[src/rtl/countdown_pkg.sv]
// Shared types and constants for the countdown timer: FSM state encoding and default counter width.
package countdown_pkg;

  localparam int unsigned DEFAULT_WIDTH = 4;

  typedef enum logic [1:0] {
    IDLE  = 2'd0,
    COUNT = 2'd1,
    DONE  = 2'd2
  } state_e;

endpackage

[src/rtl/down_counter_core.sv]
// WIDTH-bit down counter register with parallel load, gated decrement and zero detect.
// The counter saturates at zero: a decrement request while the value is 0 is dropped.
module down_counter_core
  import countdown_pkg::*;
#(
  parameter int unsigned WIDTH = DEFAULT_WIDTH
) (
  input  logic             clk,
  input  logic             rst,
  input  logic             load_i,
  input  logic [WIDTH-1:0] load_value_i,
  input  logic             dec_i,
  output logic [WIDTH-1:0] q_o,
  output logic             zero_o
);

  localparam logic [WIDTH-1:0] ONE = WIDTH'(1);

  logic [WIDTH-1:0] q_q;
  logic [WIDTH-1:0] q_d;

  assign zero_o = (q_q == '0);
  assign q_o    = q_q;

  // NOTE: q_d takes a default before any branch so the block stays purely combinational (no latch).
  always_comb begin
    q_d = q_q;
    if (load_i) begin
      q_d = load_value_i;
    end else if (dec_i && !zero_o) begin
      q_d = q_q - ONE;
    end
  end

  // NOTE: sequential state uses non-blocking assignments so every register samples pre-edge values.
  always_ff @(posedge clk or posedge rst) begin
    if (rst) begin
      q_q <= '0;
    end else begin
      q_q <= q_d;
    end
  end

endmodule

[src/rtl/countdown_timer_4_bit.sv]
// Loadable countdown timer with valid/ready load handshake, count enable and a one-cycle tc pulse.
// Define COUNTDOWN_AUTO_RELOAD_EN to make DONE reload the last loaded value and keep counting.
module countdown_timer_4_bit
  import countdown_pkg::*;
#(
  parameter int unsigned WIDTH = DEFAULT_WIDTH
) (
  input  logic             clk,
  input  logic             rst,
  input  logic             load_valid,
  output logic             load_ready,
  input  logic [WIDTH-1:0] load_value,
  input  logic             en,
  output logic [WIDTH-1:0] Q,
  output logic             tc,
  output logic             busy
);

  localparam logic [WIDTH-1:0] ONE = WIDTH'(1);

  state_e           state_q;
  logic             tc_q;
  logic             handshake;
  logic             q_zero;
  logic             dec_en;
  logic             core_load;
  logic [WIDTH-1:0] core_value;

  // Both flags are pure decodes of the state register, so reset drives them immediately.
  assign load_ready = (state_q == IDLE);
  assign busy       = (state_q != IDLE);
  assign tc         = tc_q;
  assign handshake  = load_valid && load_ready;
  assign dec_en     = (state_q == COUNT) && en && !q_zero;

`ifdef COUNTDOWN_AUTO_RELOAD_EN
  logic [WIDTH-1:0] reload_q;

  assign core_load  = handshake || ((state_q == DONE) && (reload_q != '0));
  assign core_value = handshake ? load_value : reload_q;
`else
  assign core_load  = handshake;
  assign core_value = load_value;
`endif

  down_counter_core #(
    .WIDTH(WIDTH)
  ) u_core (
    .clk         (clk),
    .rst         (rst),
    .load_i      (core_load),
    .load_value_i(core_value),
    .dec_i       (dec_en),
    .q_o         (Q),
    .zero_o      (q_zero)
  );

  always_ff @(posedge clk or posedge rst) begin
    if (rst) begin
      state_q  <= IDLE;
      tc_q     <= 1'b0;
`ifdef COUNTDOWN_AUTO_RELOAD_EN
      reload_q <= '0;
`endif
    end else begin
      tc_q <= 1'b0;
      case (state_q)
        IDLE: begin
          if (handshake) begin
`ifdef COUNTDOWN_AUTO_RELOAD_EN
            reload_q <= load_value;
`endif
            if (load_value == '0) begin
              state_q <= DONE;
              tc_q    <= 1'b1;
            end else begin
              state_q <= COUNT;
            end
          end
        end
        COUNT: begin
          if (en && (Q == ONE)) begin
            state_q <= DONE;
            tc_q    <= 1'b1;
          end
        end
        DONE: begin
`ifdef COUNTDOWN_AUTO_RELOAD_EN
          state_q <= (reload_q != '0) ? COUNT : IDLE;
`else
          state_q <= IDLE;
`endif
        end
        default: state_q <= IDLE;
      endcase
    end
  end

endmodule

[config.mk]
export PLATFORM = sky130hd
export DESIGN_NAME = countdown_timer_4_bit
export DESIGN_NICKNAME = d
export VERILOG_FILES = /design/src/rtl/countdown_pkg.sv /design/src/rtl/down_counter_core.sv /design/src/rtl/countdown_timer_4_bit.sv
export SDC_FILE = /design/constraint.sdc
export NUM_CORES = 1
export LEC_CHECK = 0
export ABC_CLOCK_PERIOD_IN_PS = 2100
export BUFFER_PORTS_ARGS = -buffer_cell sky130_fd_sc_hd__buf_2
export CORE_AREA = 2 2 39 41
export CTS_CLUSTER_DIAMETER = 120
export CTS_CLUSTER_SIZE = 8
export DETAILED_ROUTE_END_ITERATION = 6
export DIE_AREA = 0 0 41 43
export PLACE_DENSITY_LB_ADDON = 0.15
export SLEW_MARGIN = 40
export SYNTH_ARGS = -nofsm -noshare
export SYNTH_HDL_FRONTEND = slang
export SYNTH_HIERARCHICAL = 1
export SYNTH_SLANG_ARGS = --single-unit
[constraint.sdc]
create_clock -name clk -period 2.1 [get_ports clk]
set_input_delay 0 -clock clk [delete_from_list [all_inputs] [get_ports clk]]
set_output_delay 0 -clock clk [all_outputs]
set_load 0.01 [all_outputs]
==> flow_summary.toml <==
[sta]
fin_skew_ps = 3.82
fin_tns_setup_ps = 0
finalHoldViolCount = 0
setup_violations = 0
holdWs_ps = 19.1
slew-limit-headroom_pct = 81.2
finalCriticalPeriod_ps = 1890
max_freq_mhz = 528
slew_viol_final = 0
tightest_slew_ps = 280
period_share_pct = 90.2
rsz0062_at_grt = "no"

[floorplanning]
die_w_um = 41
die_h_um = 43
start_util_pct = 31.7
rows = 14
ios = 15
fp.dieArea_um2 = 1760
coreArea_um2 = 1380

[detailed_routing]
drtPass1Iterations = 3
avgRoutedWirePerCell_um = 11.8
drt_iter0_markers = 12
vias = 403
antenna_left = 0
wirelength_um = 969
vias_per_cell = 4.91
drc = 0

[finish]
multi_input_area_um2 = 248
regArea_um2 = 175
antenna_cells = 0
fill_cells = 137
area_delta_synth_final_pct = 36.2
layout-drive-gt1-share_pct = 39.4
nNetsFinal = 76

[worst_setup_path]
critPathLaunch = "u_core/q_o[0]"
cp-end-kind = "flip-flop"
reg2reg_depth = 8
crit_cells = 8
critPathBufInv = 2
critPathArrivalTime_ps = 2040
rr_startpoint = "u_core/q_o[0]"
critPathTopFamily = "simple AND/OR/NAND/NOR gates"
rrSetupSlack_ps = 210
critPathMaxStageDelay_ps = 340
cp-start-kind = "flip-flop"
cpMostUsedCell = "inv_1"
required_ps = 2240
critical_path_class = "flip-flop to flip-flop"
crit_end = "u_core/q_o[3]"
reg2reg_to = "u_core/q_o[3]"
path_cells = "inv_1 -> ha_1 -> or3b_4 -> inv_1 -> nor3b_2 -> nor4b_4 -> nor3b_1 -> a221o_1"
cp_max_fo = 5
cpMaxStageDelayCell = "dfrtp_1"

[clock_network]
cts_buffers = 3
clock_sinks = 7
insertion_delay_ps = 260
post_cts_buffers = 0
cts_buffer_depth = 2
htreeDepth = 1
path_clk_slew_ps = 60
root_buffer = "clkbuf_4"
cts_tree = "done"

[logic_synthesis]
netlist_instances = 45
synth.yosys.seq_area_share_pct = 39.9
yosysWarnings = 6
synth_area_um2 = 439
synth_edf_count = 0
synth_area_per_cell_um2 = 9.76
ys_ff_latch = 7
synth_flop_cell = "dfrtp_1"
synth_cell_types = 23
async_flop_share_pct = 100
syn_nets = 54

[pwr]
power.internal_mw = 0.488
p_clk_share_pct = 15.8
pwr-share-seq_pct = 29.4
switching_share_pct = 41.0
netSwitchingPower_mw = 0.339
ir_drop_v = 0.000517
leakage_nw = 0.301
total_power_mw = 0.827
pwr_density_cell_nw_per_um2 = 1380
pwr-share-comb_pct = 54.8

[job]
maxCapViolCount = 0

[placed_design]
io_buffers = 14
gp_congestion = 0.728
hpwl_um = 745

[grt]
grt_pass1_vias = 391
grt_usage_pct = 14.1
grt_max_degree = 10
grt_pass1_wl_um = 1640
grt_antenna_before_repair = 0
grt_overflow = 0

[outcome]
status = "complete, no violations"

[min_path]
hold_path.class = "primary input to flip-flop"
==> sequential cells by signal, summed over array words and instances, names as in the netlist <==
register / count
state_q: 2
tc: 1
u_core/q_o: 4
==> metrics by stage <==
stage	instances	setup slack [ps]	instance area, um2	utilization (%)
6_report	82	206	598	43.2
5_1_grt	82	57.1	598	43.2
4_1_cts	82	182	589	42.6
3_5_place_dp	77	235	553	40.0
3_3_place_gp	77	227	553	40.0
2_1_floorplan	45	61.6	444	-
==> synth_stat cells, types with 2 or more instances <==
cell type | n | area share, %
o21ai_1 | 2 | 2.3
and4b_1 | 2 | 4.6
inv_1 | 7 | 6.0
nor3b_1 | 2 | 3.4
nand2b_1 | 2 | 2.8
dfrtp_1 | 7 | 40
nand2_1 | 4 | 3.4
a32o_1 | 2 | 4.6
a21oi_1 | 3 | 3.4
==> power by group through the flow <==
| stage | sequential (mW) | clock (mW) | combinational [mW] |
|---|---|---|---|
| 6_report | 0.243 | 0.131 | 0.453 |
| 5_1_grt | 0.251 | 0.147 | 0.507 |
| 4_1_cts | 0.241 | 0.133 | 0.442 |
| 3_5_place_dp | 0.242 | 0 | 0.439 |
| 3_3_place_gp | 0.238 | 0 | 0.443 |
| 2_1_floorplan | 0.265 | 0 | 0.259 |
==> tightest hold or removal path, stage by stage <==
cell and delay, ps:
buf_2 120, nand2_1 60, o21ai_1 60
==> worst min-delay path by stage <==
stage                  startpoint            end  slack, ps  cells after the start
global placement              rst             tc       -120                      2
detailed placement            rst     state_q[0]       -120                      2
finish              load_value[1]  u_core/q_o[1]         20                      3
global route        load_value[1]  u_core/q_o[1]         20                      3
floorplan                     rst     state_q[0]       -250                      1
CTS                 load_value[2]  u_core/q_o[2]         20                      3
==> cell families (layout without fill, tap and decap cells) <==
| group | Yosys count | in the layout | synth area share [%] |
|---|---|---|---|
| buf+inv | 8 | 29 | 6.84 |
| simple gates | 18 | 18 | 32.5 |
| fa+ha+maj | 1 | 1 | 2.85 |
| compound gates | 11 | 11 | 17.9 |
| flops | 7 | 7 | 39.9 |
==> final cells by class <==
type	count	area share, %
Sequential cell	7	29.3
Clock buffer	4	4.39
Inverter	7	4.39
Tap cell	16	3.35
Multi-Input combinational cell	30	41.4
Timing Repair Buffer	18	17.2
==> placed cells by master, fill, tap and decap left out, drive strengths merged <==
master	n
nor2	2
or3b	1
clkbuf	4
inv	7
nor3b	2
nand2b	2
a221o	1
nand2	4
dlygate4sd3	1
a21oi	3
nor4b	1
buf	17
ha	1
nor2b	1
o22ai	1
dfrtp	7
o31a	1
nor4	1
and4b	2
a31o	1
o21ai	2
a32o	2
and3	1
nor3	1
==> repair_timing <==
action,CTS,global route
endpoints found under the hold margin,7,0
gates resized for setup,0,1
endpoints found under the setup margin,0,1
hold buffers,1,0
==> layer usage <==
metal / share of wire (%) / track usage, % / up-vias
li1: - / - / 204
met1: 48 / 18.2 / 187
met2: 45 / 20.0 / 10
met3: 5.7 / 5.76 / 2
met4: 1.8 / 6.00 / 0
met5: 0 / 0 / -
Note: power is estimated with default switching activity, not from simulation.
